File: config.mk
export PLATFORM = sky130hd
export DESIGN_NAME = intr_controller
export DESIGN_NICKNAME = d
export VERILOG_FILES = /design/src/rtl/intr_controller.sv
export SDC_FILE = /design/constraint.sdc
export NUM_CORES = 1
export LEC_CHECK = 0
export BUFFER_PORTS_ARGS = -buffer_cell sky130_fd_sc_hd__buf_4
export CORE_ASPECT_RATIO = 1.4
export CORE_UTILIZATION = 37
export CTS_CLUSTER_SIZE = 40
export DETAILED_ROUTE_END_ITERATION = 10
export PLACE_DENSITY = 0.81
export SLEW_MARGIN = 15
export SYNTH_ARGS = -nofsm -noshare
export SYNTH_HDL_FRONTEND = slang
export SYNTH_SLANG_ARGS = --single-unit
export TNS_END_PERCENT = 10
File: constraint.sdc
create_clock -name clk -period 2.2 [get_ports clk]
set_input_delay 0.33 -clock clk [delete_from_list [all_inputs] [get_ports clk]]
set_output_delay 0.33 -clock clk [all_outputs]
set_load 0.03 [all_outputs]
File: src/rtl/intr_controller.sv
// -----------------------------------------------------------------------------
// intr_controller
//
// Interrupt controller that sits between on-chip interrupt sources and the
// CPU intr/inta handshake. A rising edge on any irq line latches a pending
// bit. Pending bits are filtered by a software mask and arbitrated with fixed
// priority (source 0 highest). The controller raises intr and, on acknowledge,
// returns the vector address of the winning source and retires its pending
// bit. Mask, pending and the last acknowledged id are visible on the IO bus.
//
// Register block (decoded on io_address[31:4], word index io_address[3:2]):
//   0 MASK      read/write, bits [N_SRC-1:0]
//   1 PENDING   read, write-1-to-clear
//   2 ACTIVE_ID read-only, id of last acknowledged source in bits [4:0]
//   3 unused    reads 0, writes ignored
//
// Ports:
//   clk        system clock, all state on the rising edge
//   reset      asynchronous active-high reset, clears all state
//   irq        level request lines, a rising edge requests service
//   intr       interrupt request to the CPU
//   inta       interrupt acknowledge from the CPU
//   vec_out    vector address of the last acknowledged source
//   io_cs      IO bus select
//   io_rd      IO read strobe (combinational read data)
//   io_wr      IO write strobe (applied on the clock edge)
//   io_address IO address
//   io_d_in    IO write data
//   io_out     IO read data, 0 when not reading this block
// -----------------------------------------------------------------------------
module intr_controller #(
    parameter int unsigned N_SRC     = 8,
    parameter logic [31:0] BASE_ADDR = 32'h0000_0100,
    parameter logic [31:0] VEC_BASE  = 32'h0000_0200
) (
    input  logic             clk,
    input  logic             reset,
    input  logic [N_SRC-1:0] irq,
    output logic             intr,
    input  logic             inta,
    output logic [31:0]      vec_out,
    input  logic             io_cs,
    input  logic             io_rd,
    input  logic             io_wr,
    input  logic [31:0]      io_address,
    input  logic [31:0]      io_d_in,
    output logic [31:0]      io_out
);

    typedef enum logic [1:0] {
        IDLE = 2'd0,
        REQ  = 2'd1,
        ACK  = 2'd2
    } state_t;

    state_t           state_q, state_d;
    logic [N_SRC-1:0] irq_q;
    logic [N_SRC-1:0] pending_q, pending_d;
    logic [N_SRC-1:0] mask_q, mask_d;
    logic [4:0]       active_id_q, active_id_d;
    logic [31:0]      vec_q, vec_d;

    logic [N_SRC-1:0] set_vec;
    logic [N_SRC-1:0] eligible;
    logic [N_SRC-1:0] w1c_vec;
    logic [N_SRC-1:0] ack_clr;
    logic [4:0]       winner;
    logic             ack;
    logic             sel;
    logic             wr_mask;
    logic             wr_pend;
    logic [31:0]      rd_data;

    // Address bits below word granularity and write data above N_SRC are
    // intentionally ignored.
    logic unused_bits;
    assign unused_bits = ^{io_address[1:0], io_d_in};

    assign sel     = io_cs && (io_address[31:4] == BASE_ADDR[31:4]);
    assign wr_mask = sel && io_wr && (io_address[3:2] == 2'd0);
    assign wr_pend = sel && io_wr && (io_address[3:2] == 2'd1);

    assign set_vec  = irq & ~irq_q;
    assign eligible = pending_q & mask_q;
    assign w1c_vec  = wr_pend ? io_d_in[N_SRC-1:0] : '0;

    // Fixed priority: scanning downward leaves the lowest set index.
    always_comb begin
        winner = '0;
        for (int i = int'(N_SRC) - 1; i >= 0; i--) begin
            if (eligible[i]) begin
                winner = 5'(i);
            end
        end
    end

    generate
        for (genvar gi = 0; gi < int'(N_SRC); gi++) begin : g_ack_clr
            assign ack_clr[gi] = ack && (winner == 5'(gi));
        end
    endgenerate

    // Edge sets are OR'd in after the clears, so a same-cycle set wins.
    assign pending_d = (pending_q & ~(w1c_vec | ack_clr)) | set_vec;
    assign mask_d    = wr_mask ? io_d_in[N_SRC-1:0] : mask_q;

    always_comb begin
        state_d     = state_q;
        intr        = 1'b0;
        ack         = 1'b0;
        active_id_d = active_id_q;
        vec_d       = vec_q;
        case (state_q)
            IDLE: begin
                if (|eligible) begin
                    state_d = REQ;
                end
            end
            REQ: begin
                intr = 1'b1;
                // Request withdrawn by masking or W1C before the CPU answered.
                if (!(|eligible)) begin
                    state_d = IDLE;
                end else if (inta) begin
                    ack         = 1'b1;
                    active_id_d = winner;
                    vec_d       = VEC_BASE + {25'b0, winner, 2'b00};
                    state_d     = ACK;
                end
            end
            ACK: begin
                if (!inta) begin
                    state_d = IDLE;
                end
            end
            default: state_d = IDLE;
        endcase
    end

    always_ff @(posedge clk or posedge reset) begin
        if (reset) begin
            state_q     <= IDLE;
            irq_q       <= '0;
            pending_q   <= '0;
            mask_q      <= '0;
            active_id_q <= '0;
            vec_q       <= '0;
        end else begin
            state_q     <= state_d;
            irq_q       <= irq;
            pending_q   <= pending_d;
            mask_q      <= mask_d;
            active_id_q <= active_id_d;
            vec_q       <= vec_d;
        end
    end

    assign vec_out = vec_q;

    always_comb begin
        rd_data = '0;
        case (io_address[3:2])
            2'd0:    rd_data[N_SRC-1:0] = mask_q;
            2'd1:    rd_data[N_SRC-1:0] = pending_q;
            2'd2:    rd_data[4:0]       = active_id_q;
            default: rd_data            = '0;
        endcase
    end

    assign io_out = (sel && io_rd) ? rd_data : '0;

endmodule

* Yosys cells after proc, flatten, opt, wreduce, memory -nomap -nowiden
Index checks and enable logic that the tools add are counted.
** Word-level totals
- Output and inout bits :: 65
- Bits in registers :: 63
- Bits of input ports :: 78
** Operators by class
- Reduce and logical (&&, ||, !) cells :: 19
- Muxes and demuxes :: 21
- Bitwise operators :: 7
- Eq/ne operators :: 15
- Add/sub/neg operators :: 1
** Operators by type and width (number)
- $mux W5 :: 7
- $eq A28 B5 Y1 const B :: 1
- $and A8 B8 Y8 :: 3
- $eq A5 B3 Y1 const B :: 4
- $mux W8 :: 2
- $not A8 Y8 :: 2
- $or A8 B8 Y8 :: 2
- $pmux W5 S3 :: 1
- $logic_and A1 B1 Y1 :: 13
- $add A10 B7 Y11 const A :: 1
- $eq A5 B2 Y1 const B :: 2
- $mux W2 :: 4
- $reduce_or A8 Y1 :: 1
- $pmux W2 S3 :: 1
- $pmux W3 S2 :: 1
- $reduce_and A3 Y1 :: 2
- $eq A5 B1 Y1 const B :: 1
- $logic_not A5 Y1 :: 1
- $eq A2 B1 Y1 const B :: 2
- $eq A2 B2 Y1 const B :: 2
- $logic_not A2 Y1 :: 2
- $mux W1 :: 4
- $ne A2 B2 Y1 const B :: 2
- $mux W3 :: 1
- $ne A3 B3 Y1 const B :: 1

* Logic depth before layout (Yosys ltp)
Gate-level depths: netlist of run 1.
- Word-level depth :: 15
- Depth in mapped cells :: 6

* Least setup slack after synthesis of run 1
No wires, ideal clock.
- Path kind :: input to output
- Start point :: input port io_address[24]
- End point :: output port io_out[3]
- Buffers on the path :: 0
- Cell stages on the path :: 5
- Arrival :: 1.637 ns
- Slack :: 0.233 ns
- Required time :: 1.870 ns
- Cells stage by stage :: nor4_1 -> nand4_2 -> nor3_1 -> nand2_1 -> nor2_1
** Between the ends
- Word-level cells in the longest chain between the ends :: 4
** RTL lines
- start, declared :: RTL line 45 : input logic [31:0] io_address,
- $eq A28 B5 Y1 :: RTL line 79 : assign sel = io_cs && (io_address[31:4] == BASE_ADDR[31:4]);
- $logic_and A1 B1 Y1 :: RTL line 79
- $logic_and A1 B1 Y1 :: RTL line 170 : assign io_out = (sel && io_rd) ? rd_data : '0;
- $mux W8 :: RTL line 170
- end, declared :: RTL line 47 : output logic [31:0] io_out
Every way passes these cells.

* Worst setup path in the final report of run 1
- Start point :: input port io_address[19]
- End point :: output port io_out[6]
The elaborated chain is that of the path after synthesis.

==> flow_summary.ini, run 1 <==
[logic_synthesis]
async_flop_share_pct = 100.0
synth_edf_count = 0
ys_seq_elements = 30
ys_seq_area_share_pct = 37.81
ys_types = 36
synth_warnings = 0
synth_area_per_cell_sq_um = 9.639
syn_inst = 206
syn-cell-area_sq_um = 1986
synthFlopType = dfrtp_1

[power]
max-vdd-ir-drop_uv = 328.1
sw_frac_of_total_pct = 28.64
switchingPower_uw = 354.2
combPwrFrac_pct = 18.7
power_frac_seq_pct = 45.4
intPower_uw = 882.4
p_per_area_nw_per_um2 = 497.1
clockPowerShare_pct = 35.9
power_mw = 1.237
power.leakage_nw = 1.214

[routing]
drc = 0
ant_nets = 0
num_vias = 1602
wl_mm = 4.205
wl_per_cell_um = 12.15
viasPerCell = 4.630
firstDrtPassIters = 4
drtIter0Drc = 42

[setup_path]
cp.required_ns = 1.87
end_kind = output pin
path_class = in2out
worstSetupStartpoint = io_address[19]
critPathLaunchType = input pin
r2r-start = mask_q[3]
rrSetupSlack_ns = 0.39
rr_endpoint = pending_q[5]
rr_worst_depth = 5
arrival_ns = 1.69
path_max_fanout = 5

[timing]
final_hold_viol_count = 0
skew_ns = 0.004937
finalSetupViolCount = 0
timing.hold.ws_ns = 0.1212
min_period_over_period_pct = 91.88
fmax_mhz = 494.7
finalSetupTns_ns = 0
fin_crit_ns = 2.021
drv_slew = 0

[clocking]
cts_resized = 0
insertion_delay_ns = 0.28
ctsLongestPathBuffers = 2
cts_buffers = 5
h-tree-depth = 2
clock_sink_count = 30
path_clk_slew_ns = 0.06
root_buffer = clkbuf_8
cts_tree = done

[global_routing]
grt-ovfl-total = 0
grt_max_degree = 31
grt_pass1_wl_mm = 6.506
grt_usage_pct = 15.27
grt_pass1_vias = 1443
antenna_found_initial = 0

[place]
routabilityCongestion = 0.7876
io_buffer_count = 64
dp.cells = 337
place_hpwl_mm = 3.373

[final_layout]
syn2layout_area_growth_pct = 25.27
fillerInstances = 488
stdcell_count = 346
utilization_pct = 48.22
diodes = 0
mostFrequentLayoutCells = buf_4, conb_1, dfrtp_1
layout.nets = 357
drive_above_1_share_pct = 34.64
final_common_cell = buf_4

[floorplanning]
start_util_pct = 38.49
ios = 143
core_area_sq_um = 5159
die_area_sq_um = 5668
die_h_um = 88.68
rows = 31
chipWidth_um = 63.92

[outcome]
status = complete, no violations

[worst_hold_path]
hold_path.class = in2async

[run]
cap_violations = 0
==> sequential cells by signal, summed over array words and instances (netlist names) <==
signal,flops
pending_q,8
vec_out,2
irq_q,8
mask_q,8
state_q,2
active_id_q,2
==> timing repair <==
action / 4_1_cts / 5_1_grt
hold buffers: 0 / 0
endpoints found under the setup margin: 0 / 8
buffers inserted: 0 / 1
==> how the worst max path moves through the flow <==
stage	end	slack [ns]	depth (start not counted)
after floorplan	io_out[3]	0.23	5
after global placement	io_out[4]	0.05	7
after detailed placement	io_out[6]	0.02	7
after CTS	io_out[6]	0.02	7
after global routing	io_out[4]	-0.002	7
final	io_out[6]	0.18	7
==> worst max-delay path: stages <==
cell	delay, ns
buf_4	0.11
nor4_1	0.35
nand4_2	0.19
nor3_1	0.21
nand2_1	0.17
nor2_1	0.16
buf_4	0.17
==> metrics by stage <==
stage	instance area [sq um]	worst slack, ns
5_1_grt	2487	-0.002403
3_5_place_dp	2389	0.02191
3_3_place_gp	2389	0.04909
2_1_floorplan	2177	0.2327
6_report	2487	0.1787
4_1_cts	2480	0.02129
==> final cells by class <==
cell class,instances,area (sq um),area share [%]
multi-input combinational,167,1006,40.44
clock inverter,1,5.005,0.2012
sequential,30,750.7,30.18
timing repair buffer,70,538.0,21.63
inverter,5,18.77,0.7545
clock buffer,7,86.33,3.471
tap,66,82.58,3.320
==> cells by family after synthesis <==
group	share of synthesized area, %
muxes	9.641
buffers and inverters	21.17
and+or+nand+nor	20.98
other	0.1889
AOI/OAI and AO/OA	10.21
DFF	37.81
==> per-layer routing <==
| layer | up-vias | wire [um] | global-route usage (%) |
|---|---|---|---|
| li1 | 759 | - | - |
| met1 | 745 | 1530 | 15.05 |
| met2 | 89 | 2276 | 29.79 |
| met3 | 9 | 317 | 3.737 |
| met4 | 0 | 81 | 6.818 |
| met5 | - | 0 | 0 |
==> power by group through the flow <==
stage               logic [mW]  registers, mW  clock network [mW]
finish                   0.232          0.561               0.444
global placement         0.230          0.571                   0
CTS                      0.232          0.561               0.453
floorplan                0.221          0.571                   0
global route             0.250          0.561               0.480
detailed placement       0.232          0.571                   0
==> cell usage after synthesis, types with 2 or more instances <==
library cell	number	area share, %
buf_4	52	20
dfrtp_1	30	38
nand2_1	18	3.4
nor2_1	10	1.9
mux2_2	9	5.1
mux2i_1	9	4.5
nor2b_1	9	2.8
and2_1	7	2.2
inv_1	5	0.95
nand3_1	5	1.3
a21oi_1	4	1.0
a31o_2	4	1.8
o21ai_0	4	1.0
a22oi_1	3	1.1
a32o_1	3	1.5
clkbuf_1	3	0.57
nand2b_1	3	0.95
nor3_1	3	0.76
nor4_1	3	0.95
a22o_1	2	0.88
nand3b_1	2	0.76
nor4_4	2	2.1
o22a_1	2	0.88
or2_2	2	0.63
Note: power is estimated with default switching activity, not from simulation.
==> run 2, diff against run 1 <==
--- a/config.mk
+++ b/config.mk
@@ -6,7 +6,7 @@
 export NUM_CORES = 1
 export LEC_CHECK = 0
 export BUFFER_PORTS_ARGS = -buffer_cell sky130_fd_sc_hd__buf_4
-export CORE_ASPECT_RATIO = 1.4
+export CORE_ASPECT_RATIO = 0.6
 export CORE_UTILIZATION = 37
 export CTS_CLUSTER_SIZE = 40
 export DETAILED_ROUTE_END_ITERATION = 10
==> flow_summary.ini, run 2 (synthesis gave the netlist of run 1 again) <==
[routing]
num_vias = 1611
drc = 0
firstDrtPassIters = 4
drtIter0Drc = 50
ant_nets = 0
wl_mm = 4.510
viasPerCell = 4.629
wl_per_cell_um = 12.96

[global_routing]
grt_pass1_wl_mm = 6.679
antenna_found_initial = 0
grt_usage_pct = 16.31
grt-ovfl-total = 0
grt_max_degree = 31
grt_pass1_vias = 1399

[setup_path]
end_kind = output pin
path_class = in2out
path_max_fanout = 3
cp.required_ns = 1.87
critPathLaunchType = input pin
r2r-start = mask_q[3]
arrival_ns = 1.65
worstSetupStartpoint = io_address[10]

[floorplanning]
rows = 20
ios = 143
start_util_pct = 38.90
chipWidth_um = 96.58
die_area_sq_um = 5673
die_h_um = 58.75
core_area_sq_um = 5105

[timing]
final_hold_viol_count = 0
skew_ns = 0.005748
drv_slew = 0
fin_crit_ns = 1.982
finalSetupTns_ns = 0
rsz0062_at_grt = false
finalSetupViolCount = 0
fmax_mhz = 504.6
min_period_over_period_pct = 90.08

[power]
p_per_area_nw_per_um2 = 496.0
switchingPower_uw = 358.8
intPower_uw = 882.5
sw_frac_of_total_pct = 28.91
combPwrFrac_pct = 18.9
power_frac_seq_pct = 45.2
clockPowerShare_pct = 35.9
power.leakage_nw = 1.225
max-vdd-ir-drop_uv = 293.7

[final_layout]
diodes = 0
stdcell_count = 348
final_common_cell = buf_4
layout.nets = 359
mostFrequentLayoutCells = buf_4, conb_1, dfrtp_1
fillerInstances = 485
layout_top_registers = irq_q (8), mask_q (8), pending_q (8)
syn2layout_area_growth_pct = 26.02
stdcell_area_sq_um = 2502
drive_above_1_share_pct = 35.11

[clocking]
cts_setup_buffers = 0
hold_buffers = 0
cts_resized = 0
root_buffer = clkbuf_8
h-tree-depth = 2
cts_tree = done
ctsLongestPathBuffers = 2
clock_sink_count = 30
insertion_delay_ns = 0.28
cts_buffers = 5
path_clk_slew_ns = 0.06

[place]
placed_cell_area_sq_um = 2411
routabilityCongestion = 0.8498
dp.cells = 340
place_hpwl_mm = 3.640
io_buffer_count = 64

[outcome]
status = complete, no violations

[run]
cap_violations = 0

[worst_hold_path]
hold_path.class = in2async
[run 2: final cells by class]
class	instances	area [sq um]	share of cell area, %
Clock buffer	7	86.33	3.450
Clock inverter	1	5.005	0.2000
Inverter	5	18.77	0.7500
Multi-Input combinational cell	167	1006	40.20
Sequential cell	30	750.7	30.00
Tap cell	66	82.58	3.300
Timing Repair Buffer	72	553.0	22.10
[run 2: per-layer routing]
layer,track usage [%],vias up,part of all wire (%)
li1,-,760,-
met1,23.01,771,45
met2,24.35,73,44
met3,5.297,7,9.7
met4,3.782,0,0.67
met5,0,-,0
[run 2: power by group through the flow]
| stage | Clock, mW | Combinational (mW) | Sequential (mW) |
|---|---|---|---|
| detailed placement | 0 | 0.234 | 0.571 |
| global placement | 0 | 0.232 | 0.571 |
| global route | 0.485 | 0.253 | 0.562 |
| finish | 0.446 | 0.234 | 0.561 |
| floorplan | 0 | 0.221 | 0.571 |
| CTS | 0.458 | 0.234 | 0.561 |
[run 2: path summary, 6_finish.rpt]
kind / depth (start not counted) / slack, ns / to
max: 7 / 0.22 / io_out[0]
min: 3 / 0.13 / mask_q[4]
max reg2reg: 5 / 0.38 / pending_q[5]
min reg2reg: 1 / 0.44 / pending_q[4]
max in group asynchronous: 3 / 1.78 / mask_q[3]
min in group clk: 1 / 0.16 / irq_q[1]
[run 2: metrics by stage]
step / hold slack (ns) / setup slack (ns) / util, % / power (mW)
2_1_floorplan: 0.3614 / 0.2327 / - / 0.7917
5_1_grt: 0.1490 / 0.01831 / 49.02 / 1.300
3_3_place_gp: 0.4162 / 0.1491 / 47.23 / 0.8027
6_report: 0.1339 / 0.2182 / 49.02 / 1.241
3_5_place_dp: 0.4281 / 0.1049 / 47.23 / 0.8052
4_1_cts: 0.1461 / 0.1590 / 49.02 / 1.254
[run 2: critical path, stage by stage]
cell and delay (ns):
buf_4 0.11, nor4b_1 0.41, nand2_1 0.12, nor3_1 0.21, buf_4 0.16, and2_1 0.15
buf_4 0.16
